**src/rtl/alarm_controller.sv**
```systemverilog
// alarm_controller
//   Alarm scheduler for the century clock. Holds a BCD alarm time (hh:mm),
//   compares it against the live time counters and sequences ring / stop /
//   snooze behaviour. All outputs are registered.
//
//   Optional feature macro: ALARM_SNOOZE_EN
//     defined   -> snooze input accepted, SNOOZE state and counters present
//     undefined -> snooze ignored, snoozing tied low, only stop/timeout end a ring
//
//   Ports:
//     clk, rst_n            clock, asynchronous active-low reset
//     tick_1hz              one-cycle strobe per second
//     alarm_on              level, arms the alarm
//     set_mode              level, up/down/sel edit the alarm time
//     sel, up, down         one-cycle edit pulses
//     stop, snooze          one-cycle control pulses
//     hour_ten..sec_unit    live BCD time
//     al_*                  alarm time, BCD
//     set_field             0 = minute field selected, 1 = hour field
//     ringing, snoozing     state decode
//     buzzer                ringing AND beep phase
module alarm_controller #(
  parameter int unsigned RING_SEC   = 60,
  parameter int unsigned SNOOZE_SEC = 300,
  parameter int unsigned MAX_SNOOZE = 3
) (
  input  logic       clk,
  input  logic       rst_n,
  input  logic       tick_1hz,
  input  logic       alarm_on,
  input  logic       set_mode,
  input  logic       sel,
  input  logic       up,
  input  logic       down,
  input  logic       stop,
  input  logic       snooze,
  input  logic [1:0] hour_ten,
  input  logic [3:0] hour_unit,
  input  logic [3:0] min_ten,
  input  logic [3:0] min_unit,
  input  logic [3:0] sec_ten,
  input  logic [3:0] sec_unit,
  output logic [1:0] al_hour_ten,
  output logic [3:0] al_hour_unit,
  output logic [3:0] al_min_ten,
  output logic [3:0] al_min_unit,
  output logic       set_field,
  output logic       ringing,
  output logic       snoozing,
  output logic       buzzer
);

  typedef enum logic [1:0] {ST_OFF, ST_ARMED, ST_RINGING, ST_SNOOZE} state_t;

  localparam logic [7:0] LP_RING_SEC = 8'(RING_SEC);

  state_t     r_state, w_state_nxt;
  logic [7:0] r_ring_cnt, w_ring_cnt_nxt;
  logic       r_beep, w_beep_nxt;
  logic       r_match_q;
  logic       r_ringing, r_buzzer;
  logic       r_set_field;
  logic [1:0] r_al_ht, w_al_ht_nxt;
  logic [3:0] r_al_hu, w_al_hu_nxt;
  logic [3:0] r_al_mt, w_al_mt_nxt;
  logic [3:0] r_al_mu, w_al_mu_nxt;

  logic w_match, w_trigger, w_do_up, w_do_dn, w_do_sel;

`ifdef ALARM_SNOOZE_EN
  localparam logic [9:0] LP_SNOOZE_SEC = 10'(SNOOZE_SEC);
  localparam logic [2:0] LP_MAX_SNOOZE = 3'(MAX_SNOOZE);
  logic [9:0] r_snz_cnt, w_snz_cnt_nxt;
  logic [2:0] r_snz_num, w_snz_num_nxt;
  logic       r_snoozing;
`else
  logic w_unused_snooze;
  assign w_unused_snooze = ^{snooze, 10'(SNOOZE_SEC), 3'(MAX_SNOOZE)};
`endif

  // Full-digit equality: out-of-range live digits only match identical alarm digits.
  assign w_match = (hour_ten == r_al_ht) && (hour_unit == r_al_hu) &&
                   (min_ten == r_al_mt) && (min_unit == r_al_mu) &&
                   (sec_ten == 4'd0) && (sec_unit == 4'd0);
  assign w_trigger = w_match & ~r_match_q;

  assign w_do_up  = set_mode & up & ~down;
  assign w_do_dn  = set_mode & down & ~up;
  assign w_do_sel = set_mode & sel;

  // Alarm time edit; acts on the field selected before any same-cycle sel.
  always_comb begin
    w_al_ht_nxt = r_al_ht;
    w_al_hu_nxt = r_al_hu;
    w_al_mt_nxt = r_al_mt;
    w_al_mu_nxt = r_al_mu;
    if (w_do_up) begin
      if (!r_set_field) begin
        if (r_al_mu == 4'd9) begin
          w_al_mu_nxt = '0;
          w_al_mt_nxt = (r_al_mt == 4'd5) ? 4'd0 : r_al_mt + 4'd1;
        end else begin
          w_al_mu_nxt = r_al_mu + 4'd1;
        end
      end else begin
        if (r_al_ht == 2'd2 && r_al_hu == 4'd3) begin
          w_al_ht_nxt = '0;
          w_al_hu_nxt = '0;
        end else if (r_al_hu == 4'd9) begin
          w_al_hu_nxt = '0;
          w_al_ht_nxt = r_al_ht + 2'd1;
        end else begin
          w_al_hu_nxt = r_al_hu + 4'd1;
        end
      end
    end else if (w_do_dn) begin
      if (!r_set_field) begin
        if (r_al_mu == 4'd0) begin
          w_al_mu_nxt = 4'd9;
          w_al_mt_nxt = (r_al_mt == 4'd0) ? 4'd5 : r_al_mt - 4'd1;
        end else begin
          w_al_mu_nxt = r_al_mu - 4'd1;
        end
      end else begin
        if (r_al_ht == 2'd0 && r_al_hu == 4'd0) begin
          w_al_ht_nxt = 2'd2;
          w_al_hu_nxt = 4'd3;
        end else if (r_al_hu == 4'd0) begin
          w_al_hu_nxt = 4'd9;
          w_al_ht_nxt = r_al_ht - 2'd1;
        end else begin
          w_al_hu_nxt = r_al_hu - 4'd1;
        end
      end
    end
  end

  // Next-state logic. The set_mode abort applies only to RINGING/SNOOZE so that
  // editing the alarm onto the current minute can still trigger from ARMED.
  always_comb begin
    w_state_nxt    = r_state;
    w_ring_cnt_nxt = r_ring_cnt;
    w_beep_nxt     = r_beep;
`ifdef ALARM_SNOOZE_EN
    w_snz_cnt_nxt  = r_snz_cnt;
    w_snz_num_nxt  = r_snz_num;
`endif
    if (!alarm_on) begin
      w_state_nxt = ST_OFF;
      w_beep_nxt  = 1'b0;
    end else begin
      case (r_state)
        ST_OFF: w_state_nxt = ST_ARMED;
        ST_ARMED: begin
          if (w_trigger) begin
            w_state_nxt    = ST_RINGING;
            w_ring_cnt_nxt = LP_RING_SEC;
            w_beep_nxt     = 1'b1;
`ifdef ALARM_SNOOZE_EN
            w_snz_num_nxt  = '0;
`endif
          end
        end
        ST_RINGING: begin
          if (set_mode || stop) begin
            w_state_nxt = ST_ARMED;
            w_beep_nxt  = 1'b0;
`ifdef ALARM_SNOOZE_EN
          end else if (snooze && (r_snz_num < LP_MAX_SNOOZE)) begin
            w_state_nxt   = ST_SNOOZE;
            w_snz_cnt_nxt = LP_SNOOZE_SEC;
            w_snz_num_nxt = r_snz_num + 3'd1;
            w_beep_nxt    = 1'b0;
`endif
          end else if (tick_1hz) begin
            if (r_ring_cnt == 8'd1) begin
              w_state_nxt = ST_ARMED;
              w_beep_nxt  = 1'b0;
            end else begin
              w_ring_cnt_nxt = r_ring_cnt - 8'd1;
              w_beep_nxt     = ~r_beep;
            end
          end
        end
`ifdef ALARM_SNOOZE_EN
        ST_SNOOZE: begin
          if (set_mode || stop) begin
            w_state_nxt = ST_ARMED;
          end else if (tick_1hz) begin
            if (r_snz_cnt == 10'd1) begin
              w_state_nxt    = ST_RINGING;
              w_ring_cnt_nxt = LP_RING_SEC;
              w_beep_nxt     = 1'b1;
            end else begin
              w_snz_cnt_nxt = r_snz_cnt - 10'd1;
            end
          end
        end
`endif
        default: w_state_nxt = ST_OFF;
      endcase
    end
  end

  // Outputs are registered from the next-state decode so they follow the
  // causing input by exactly one clock.
  always_ff @(posedge clk or negedge rst_n) begin
    if (!rst_n) begin
      r_state     <= ST_OFF;
      r_ring_cnt  <= '0;
      r_beep      <= 1'b0;
      r_match_q   <= 1'b0;
      r_ringing   <= 1'b0;
      r_buzzer    <= 1'b0;
      r_set_field <= 1'b0;
      r_al_ht     <= '0;
      r_al_hu     <= '0;
      r_al_mt     <= '0;
      r_al_mu     <= '0;
`ifdef ALARM_SNOOZE_EN
      r_snz_cnt   <= '0;
      r_snz_num   <= '0;
      r_snoozing  <= 1'b0;
`endif
    end else begin
      r_state     <= w_state_nxt;
      r_ring_cnt  <= w_ring_cnt_nxt;
      r_beep      <= w_beep_nxt;
      r_match_q   <= w_match;
      r_ringing   <= (w_state_nxt == ST_RINGING);
      r_buzzer    <= (w_state_nxt == ST_RINGING) & w_beep_nxt;
      r_set_field <= r_set_field ^ w_do_sel;
      r_al_ht     <= w_al_ht_nxt;
      r_al_hu     <= w_al_hu_nxt;
      r_al_mt     <= w_al_mt_nxt;
      r_al_mu     <= w_al_mu_nxt;
`ifdef ALARM_SNOOZE_EN
      r_snz_cnt   <= w_snz_cnt_nxt;
      r_snz_num   <= w_snz_num_nxt;
      r_snoozing  <= (w_state_nxt == ST_SNOOZE);
`endif
    end
  end

  assign al_hour_ten  = r_al_ht;
  assign al_hour_unit = r_al_hu;
  assign al_min_ten   = r_al_mt;
  assign al_min_unit  = r_al_mu;
  assign set_field    = r_set_field;
  assign ringing      = r_ringing;
  assign buzzer       = r_buzzer;
`ifdef ALARM_SNOOZE_EN
  assign snoozing     = r_snoozing;
`else
  assign snoozing     = 1'b0;
`endif

endmodule

```
**config.mk**
```make
export PLATFORM = sky130hd
export DESIGN_NAME = alarm_controller
export DESIGN_NICKNAME = d
export VERILOG_FILES = /design/src/rtl/alarm_controller.sv
export SDC_FILE = /design/constraint.sdc
export NUM_CORES = 1
export LEC_CHECK = 0
export CAP_MARGIN = 20
export CORE_MARGIN = 2
export CORE_UTILIZATION = 55
export CTS_CLUSTER_DIAMETER = 150
export DETAILED_ROUTE_END_ITERATION = 10
export PLACE_DENSITY = 0.95
export SETUP_SLACK_MARGIN = 0.3
export SYNTH_ARGS = -nofsm -noshare
export SYNTH_HDL_FRONTEND = slang
export SYNTH_SLANG_ARGS = --single-unit
```
**constraint.sdc**
```tcl
create_clock -name clk -period 5.6 [get_ports clk]
set_input_delay 0.84 -clock clk [delete_from_list [all_inputs] [get_ports clk]]
set_output_delay 0.84 -clock clk [all_outputs]
set_load 0.01 [all_outputs]
```
After elaboration in Yosys (flattened, before gate mapping)
Cells that the tools add are included.

Register bits: 29. Output and inout port bits: 18. Input bits: 32. Logic and storage cells: 126.

Equal/unequal tests: 23. Add/sub/neg operators: 9. Bitwise logic cells: 12. Reduce and logical (&&, ||, !) cells: 24. Multiplexer cells: 47.

Operator list (count): two-way mux 4 bit (22); two-way mux 8 bit (4); two-way mux 2 bit (13); zero test 4 bit (5); inequality test 2 bit (second input constant) (8); case mux 8 bit (2 select lines) (1); adder 4 x 1 -> 4 bit (second input constant) (3); == test 4 bit (3); subtractor 4 x 1 -> 4 bit (second input constant) (3); AND reduction 5 bit (2); == test 4 bit (second input constant) (2); == test 8 x 1 -> 1 bit (second input constant) (1); subtractor 8 x 1 -> 8 bit (second input constant) (1); AND 1 bit (7); logical AND 1 bit (7); == test 2 bit (second input constant) (3); case mux 2 bit (3 select lines) (1); AND reduction 3 bit (2); AND reduction 6 bit (1); nonzero test 2 bit (3); two-way mux 1 bit (5); == test 4 x 2 -> 1 bit (second input constant) (1); == test 4 x 3 -> 1 bit (second input constant) (1); zero test 2 bit (2); 11 further kinds (14).

Logic depth before layout (Yosys ltp)
Gate-level depths: netlist (run 1).

Depth in word-level cells: 12. Depth in mapped cells: 9. Gate-level depth less buffers: 8.

Worst setup path after synthesis (run 1)
No wires, ideal clock.

Path type: input port to flip-flop. From: in sec_ten[2]. To: reg r_ring_cnt[4]. Data arrival time: 2.520 ns. Slack: 2.960 ns. Stages on the path: 6. Library setup time: 0.121 ns. Path buffers: 0. Cell sequence: nor4_2 -> nand4_1 -> or4_4 -> o21a_4 -> or3_1 -> a22o_1.

Word-level cells in the longest chain between the ends: 6.

Ends and longest elaborated chain: start, declared (RTL line 41) `input logic [3:0] sec_ten,`; zero test 4 bit (RTL line 84) `(sec_ten == 4'd0) && (sec_unit == 4'd0);`; logical AND 1 bit (RTL line 83) `(min_ten == r_al_mt) && (min_unit == r_al_mu) &&`; logical AND 1 bit (RTL line 84); AND 1 bit (RTL line 85) `assign w_trigger = w_match & ~r_match_q;`; inequality test 2 bit (no source line); AND reduction 6 bit (no source line); end signal, assigned (RTL line 227) `r_ring_cnt <= w_ring_cnt_nxt;`; end, declared (RTL line 58) `logic [7:0] r_ring_cnt, w_ring_cnt_nxt;`.

Every way passes these cells. A chain may end at the register's enable or synchronous reset.

Worst setup path in the final report (run 1)
Ends and elaborated chain as after synthesis.

==> impl_metrics.yaml, run 1 <==
outcome:
  run_status: "finished clean"
placed_design:
  buffer_ports.inserted: 47
  dp.final_hpwl_um: 3660
  weighted_congestion_reported_at_the_end_of_routability_driven_placement: 0.902
  placedCellCount: 340
detailed_routing:
  dr.first_iter.drc_count: 212
  detailroute.via_count: 2083
  drt-wirelength-per-cell_um: 14.5
  detail_route.vias_per_cell: 6.00
  detail_route.wirelength_um: 5040
  antenna_violating_nets_post_route: 0
  first_pass_iters: 4
  drc_errors: 0
yosys:
  synth_top_cells_by_area: "sky130_fd_sc_hd__dfrtp_1 33%, sky130_fd_sc_hd__xnor2_1 7.6%, sky130_fd_sc_hd__ha_1 6.8%, sky130_fd_sc_hd__o21ai_0 4.8%, sky130_fd_sc_hd__nand2_1 3.4%"
  synth.lib_cells_used.distinct: 51
  mappedNetlistNets: 304
  synth.avg_cell_area_um2: 8.43
  synth_seq_cells: 29
  yosysTopAreaCellShare_pct: 33.1
  ys_seq_area_share_pct: 33.1
  post_synth_inst_count: 260
  synth-edff-count: 0
  yosys_warning_total: 0
  asyncSetResetFlopFracSynth_pct: 100
  yosys.area.top_type: "sky130_fd_sc_hd__dfrtp_1"
  yosys_most_used_dff: "sky130_fd_sc_hd__dfrtp_1"
  synth_area_um2: 2190
power_and_ir_drop:
  switchingPower_uw: 376
  pwr-share-comb_pct: 42.6
  peakVddDrop_v: 0.000288
  power-per-cell-area_nw_per_um2: 343
  power_report.internal_total_uw: 564
  pwr-share-seq_pct: 38.6
  clockPowerShare_pct: 18.8
  design_power_total_uw: 940
  power.static_leakage_nw: 1.14
  sw_frac_of_total_pct: 40.0
clocking:
  clkLatencyLatePin_ns: 0.28
  clkTransAtPathRegs_ns: 0.06
  total_clock_sinks: 29
  clockRootBuffer: "sky130_fd_sc_hd__clkbuf_8"
  cts_resized: 0
  tritoncts: "yes"
  cts-root-to-sink-buffers: 2
  cts_max_level: 2
  cts.hold.buffers_added: 0
  post-cts-setup-buffers: 0
  cts_made_buffers: 5
critical_path:
  cp_cell_sequence: "clkdlybuf4s50_1 > nor4_2 > nand4_1 > or4_4 > o21a_4 > or3_1 > a22o_1"
  r2r_slack_ns: 3.19
  critPathLaunchType: "primary input"
  cpPeakStageDelay_ns: 0.62
  crit_arrival_ns: 3.19
  critical_path.reg2reg.startpoint: "al_min_ten[0]"
  crit-reg2reg-capture: "r_ring_cnt[4]"
  critical_path.max_fanout: 6
  critical_path_required_ns: 5.77
  setup_crit_path_kind: "primary input to register"
  crit_path_max_delay_cell_type: "sky130_fd_sc_hd__or4_4"
  r2r_cells: 6
  critPathLaunch: "sec_ten[2]"
  cp_endpoint_kind: "register"
floorplanning:
  dieArea_um2: 4510
  die_h_um: 67.1
  io_pins: 50
  fp.coreArea_um2: 3740
  die_w_um: 67.1
  start_util_pct: 58.6
  rows: 22
timing:
  slew_at_the_pin_with_the_worst_max_slew_slack_ns: 0.602
  fin_setup_tns_ns: 0
  fmax_mhz: 331
  fin_crit_sh_pct: 53.9
  rsz0062_at_grt: "false"
  worst_clock_skew_ns: 0.00694
  count_of_final_setup_violators: 0
  slew_margin_rel_pct: 59.7
  hold_violations_final: 0
  report.final.slew_viol_count: 0
  timing.final.crit_period_ns: 3.02
global_route:
  globalRouteTotalUtil_pct: 25.7
  grt_use_met2_pct: 43.1
  global_route.usage.met3_pct: 6.50
  grt_antenna_before_repair: 0
  grt_overflow_total: 0
  number_of_global_route_vias_before_repair: 1934
  busiest_layer: "met2"
  grt_pass1_wl_um: 8730
  grt.met1_usage_pct: 31.8
  grt_start_max_net_pins: 30
finish:
  antennaDiodeCount: 0
  most_common_cell_after_layout_fill_and_taps_aside: "sky130_fd_sc_hd__clkdlybuf4s50_1"
  drive_gt1_share_pct: 5.02
  layout.cells.most_common_list: "47 x sky130_fd_sc_hd__clkdlybuf4s50_1, 29 x sky130_fd_sc_hd__dfrtp_1, 21 x sky130_fd_sc_hd__o21ai_0"
  finalNonFillerCells: 347
  areaGrowthSynthToFinish_pct: 25.1
  filler_cell_count: 290
  final_net_count: 343
worst_hold_path:
  timing.hold.worst_path_depth: 1
  startpoint_of_the_worst_hold_path: "r_ring_cnt[7]"
  holdPathEnd: "r_ring_cnt[7]"
  worstHoldPathType: "register to register"
run:
  maxCapViolations: 0
## cell families after synthesis
kind of cell               count (synthesis)  share of synthesized area [%]
AOI/OAI and AO/OA                         68                           20.3
xor gates and xnor gates                  20                           7.99
adders and majority gates                 12                           6.85
buffers and inverters                     30                           5.82
DFF                                       29                           33.1
muxes                                      5                           2.40
other                                      1                          0.171
and+or+nand+nor                           95                           23.3
## synth_stat cells (2+ instances only)
cell                       count
sky130_fd_sc_hd__buf_2         3
sky130_fd_sc_hd__inv_1        14
sky130_fd_sc_hd__clkbuf_1     11
sky130_fd_sc_hd__xnor2_1      19
sky130_fd_sc_hd__o22ai_1       3
sky130_fd_sc_hd__nand3_1      10
sky130_fd_sc_hd__and3_1        2
sky130_fd_sc_hd__dfrtp_1      29
sky130_fd_sc_hd__nand2b_1      4
sky130_fd_sc_hd__nor2_1       18
sky130_fd_sc_hd__ha_1         12
sky130_fd_sc_hd__a21oi_1      14
sky130_fd_sc_hd__a31oi_1       8
sky130_fd_sc_hd__nand3b_1      5
sky130_fd_sc_hd__o21ai_0      21
sky130_fd_sc_hd__nor3_1        9
sky130_fd_sc_hd__mux2_2        2
sky130_fd_sc_hd__nor2b_1       5
sky130_fd_sc_hd__nor4_2        2
sky130_fd_sc_hd__a211o_1       2
sky130_fd_sc_hd__o31ai_1       4
sky130_fd_sc_hd__mux2i_1       3
sky130_fd_sc_hd__nand4_1       6
sky130_fd_sc_hd__nand2_1      20
sky130_fd_sc_hd__or3_1         4
sky130_fd_sc_hd__a211oi_1      2
sky130_fd_sc_hd__nor4_1        4
## per-layer routing
metal / up-vias / wire length [um]
li1: 1004 / -
met1: 966 / 2090
met2: 100 / 2430
met3: 13 / 422
met4: 0 / 95
met5: - / 0
## sequential cells by signal, summed over array words and instances, names as in the netlist
register      count
al_min_ten        4
buzzer            1
r_beep            1
r_state           2
al_hour_unit      4
set_field         1
r_match_q         1
ringing           1
r_ring_cnt        8
al_min_unit       4
al_hour_ten       2
## power groups by stage
stage / clock [mW] / sequential (mW) / combinational, mW
2_1_floorplan: 0 / 0.316 / 0.286
3_5_place_dp: 0 / 0.363 / 0.394
3_3_place_gp: 0 / 0.362 / 0.376
6_report: 0.177 / 0.363 / 0.400
4_1_cts: 0.179 / 0.361 / 0.399
5_1_grt: 0.189 / 0.378 / 0.444
## worst max path at each step
stage                     cells past startpoint  slack, ns       endpoint
after floorplan                               6       2.96  r_ring_cnt[4]
after global placement                        7       2.33  r_ring_cnt[4]
after detailed placement                      7       2.27  r_ring_cnt[4]
after CTS                                     7       2.57  r_ring_cnt[4]
after global routing                          7       2.49  r_ring_cnt[4]
final                                         7       2.58  r_ring_cnt[4]
## critical path, delay by kind of cell
family	cells	cell delay, ns
compound gates	2	0.43
buf+inv	1	0.42
simple gates	4	1.51
## stage by stage
stage / setup WS, ns / instance area, um2 / utilization [%] / hold slack (ns)
6_report: 2.58 / 2740 / 73.2 / 0.515
5_1_grt: 2.49 / 2740 / 73.2 / 0.543
4_1_cts: 2.57 / 2740 / 73.2 / 0.518
3_5_place_dp: 2.27 / 2660 / 70.9 / 0.507
3_3_place_gp: 2.33 / 2660 / 70.9 / 0.485
2_1_floorplan: 2.96 / 2190 / - / 0.473
## area by class of cell
class                           instances  area [um2]  share of cell area [%]
Multi-Input combinational cell        201        1340                    48.8
Sequential cell                        29         726                    26.5
Timing Repair Buffer                   48         478                    17.4
Clock buffer                            7        86.3                    3.15
Tap cell                               48        60.1                    2.19
Inverter                               14        52.6                    1.92
(Power assumes the default switching activity.)
==> inputs of run 2 (changes only) <==
Settings changed: CORE_UTILIZATION 55 to 51, PLACE_DENSITY 0.95 to 0.93.
Clock period 5.6 ns to 3.01 ns, I/O delays scaled along.
==> run 2 against run 1 <==
Compared with the run above:
- setup slack got worse by 2.1 ns
- final area rose by 0.41%
- count of clock-buffer cells in the layout rose by 1
- total power rose by 83%
- core utilization fell by 5.4 points
- combinational power rose by 85%
- sequential share of layout area fell by 0.11 points
- sequential power rose by 86%
- register-to-register slack got worse by 2.6 ns
- critical path type unchanged
==> impl_metrics.yaml, run 2 (same netlist as run 1, synthesis figures left out) <==
worst_hold_path:
  worstHoldPathType: "register to register"
  holdPathEnd: "r_ring_cnt[7]"
  startpoint_of_the_worst_hold_path: "r_ring_cnt[7]"
  timing.hold.worst_path_depth: 1
critical_path:
  critical_path.reg2reg.startpoint: "al_min_unit[0]"
  cp_endpoint_kind: "register"
  critical_path_required_ns: 3.18
  critPathLaunchType: "primary input"
  crit_arrival_ns: 2.68
  critical_path.max_fanout: 6
  r2r_cells: 6
  setup_crit_path_kind: "primary input to register"
  r2r_slack_ns: 0.62
  crit-reg2reg-capture: "r_ring_cnt[4]"
finish:
  antennaDiodeCount: 0
  post_route_design_area_um2: 2750
  largest_register: "r_ring_cnt"
  layout.cells.most_common_list: "47 x sky130_fd_sc_hd__clkdlybuf4s50_1, 29 x sky130_fd_sc_hd__dfrtp_1, 21 x sky130_fd_sc_hd__o21ai_0"
  areaGrowthSynthToFinish_pct: 25.6
  most_common_cell_after_layout_fill_and_taps_aside: "sky130_fd_sc_hd__clkdlybuf4s50_1"
  filler_cell_count: 332
  final_net_count: 345
  drive_gt1_share_pct: 5.30
  largest_reg_flops: 8
timing:
  rsz0062_at_grt: "false"
  fin_crit_sh_pct: 83.3
  fmax_mhz: 399
  count_of_final_setup_violators: 0
  hold_violations_final: 0
  worst_clock_skew_ns: 0.00475
  fin_setup_tns_ns: 0
  report.final.slew_viol_count: 0
  timing.final.crit_period_ns: 2.51
clocking:
  post-cts-setup-buffers: 0
  cts_resized: 0
  cts-root-to-sink-buffers: 2
  tritoncts: "yes"
  cts.hold.buffers_added: 0
  clkTransAtPathRegs_ns: 0.06
  clkLatencyLatePin_ns: 0.28
  cts_made_buffers: 5
  cts_max_level: 2
  total_clock_sinks: 29
  clockRootBuffer: "sky130_fd_sc_hd__clkbuf_8"
global_route:
  grt_start_max_net_pins: 30
  grt_overflow_total: 0
  number_of_global_route_vias_before_repair: 1995
  grt_pass1_wl_um: 8670
  globalRouteTotalUtil_pct: 22.1
  grt_antenna_before_repair: 0
placed_design:
  weighted_congestion_reported_at_the_end_of_routability_driven_placement: 0.956
  dpl-instance-area_um2: 2670
  dp.final_hpwl_um: 3840
  buffer_ports.inserted: 47
floorplanning:
  die_w_um: 69.6
  start_util_pct: 54.0
  dieArea_um2: 4840
  rows: 23
  fp.coreArea_um2: 4060
  io_pins: 50
  die_h_um: 69.6
run:
  maxCapViolations: 0
detailed_routing:
  dr.first_iter.drc_count: 125
  detail_route.vias_per_cell: 5.84
  drc_errors: 0
  detailroute.via_count: 2056
  first_pass_iters: 4
  drt-wirelength-per-cell_um: 14.4
  antenna_violating_nets_post_route: 0
  detail_route.wirelength_um: 5080
power_and_ir_drop:
  power.static_leakage_nw: 1.14
  design_power_total_mw: 1.72
  peakVddDrop_v: 0.000395
  power-per-cell-area_nw_per_um2: 625
outcome:
  run_status: "finished clean"
==> run 2: changes by cell type in the layout (fill, tap and decap cells not counted) <==
cell | previous run | this run
sky130_fd_sc_hd__clkbuf_8 | 6 | 5
sky130_fd_sc_hd__clkbuf_1 | 1 | 3
sky130_fd_sc_hd__buf_4 | 1 | 3
==> run 2: worst max-delay path, cell delays in order <==
cell                              delay (ns)
sky130_fd_sc_hd__clkdlybuf4s50_1        0.41
sky130_fd_sc_hd__nor4_2                 0.27
sky130_fd_sc_hd__nand4_1                0.15
sky130_fd_sc_hd__or4_4                  0.61
sky130_fd_sc_hd__o21a_4                 0.24
sky130_fd_sc_hd__or3_1                  0.36
sky130_fd_sc_hd__a22o_1                 0.18
==> run 2: worst max path at each step <==
stage,startpoint,endpoint,slack (ns),cells after the start
2_1_floorplan,al_hour_unit[0],r_ring_cnt[4],0.75,7
3_3_place_gp,sec_ten[1],r_ring_cnt[4],0.21,7
3_5_place_dp,sec_ten[1],r_ring_cnt[4],0.19,7
4_1_cts,sec_ten[1],r_ring_cnt[4],0.49,7
5_1_grt,sec_ten[1],r_ring_cnt[4],0.40,7
6_report,sec_ten[2],r_ring_cnt[4],0.50,7
==> run 2: through the flow <==
| stage | setup slack (ns) | util, % | instances | hold WS (ns) |
|---|---|---|---|---|
| final | 0.504 | 67.8 | 352 | 0.509 |
| after global routing | 0.403 | 67.8 | 352 | 0.535 |
| after CTS | 0.495 | 67.8 | 352 | 0.510 |
| after detailed placement | 0.191 | 65.9 | 344 | 0.494 |
| after global placement | 0.212 | 65.9 | 344 | 0.485 |
| after floorplan | 0.748 | - | 260 | 0.156 |
==> run 2: power by group <==
group	leakage, nW	internal, mW	switching [mW]	total (mW)
Combinational	0.745	0.404	0.334	0.738
Clock	0.0395	0.164	0.142	0.306
Sequential	0.360	0.467	0.209	0.676
Total	1.14	1.03	0.685	1.72
==> run 2: per-layer routing <==
| metal | share of wire, % | GRT usage, % | up-vias |
|---|---|---|---|
| met5 | 0 | 0 | - |
| met4 | 1.3 | 7.63 | 0 |
| met3 | 5.9 | 5.09 | 6 |
| met2 | 50 | 38.6 | 68 |
| met1 | 42 | 26.7 | 965 |
| li1 | - | - | 1017 |
==> run 2: layout make-up <==
class                      count  area (um2)  area share, %
multi-input combinational    201        1340           48.6
sequential                    29         726           26.4
timing repair buffer          50         493           17.9
clock buffer                   8        80.1           2.91
tap                           50        62.6           2.27
inverter                      14        52.6           1.91
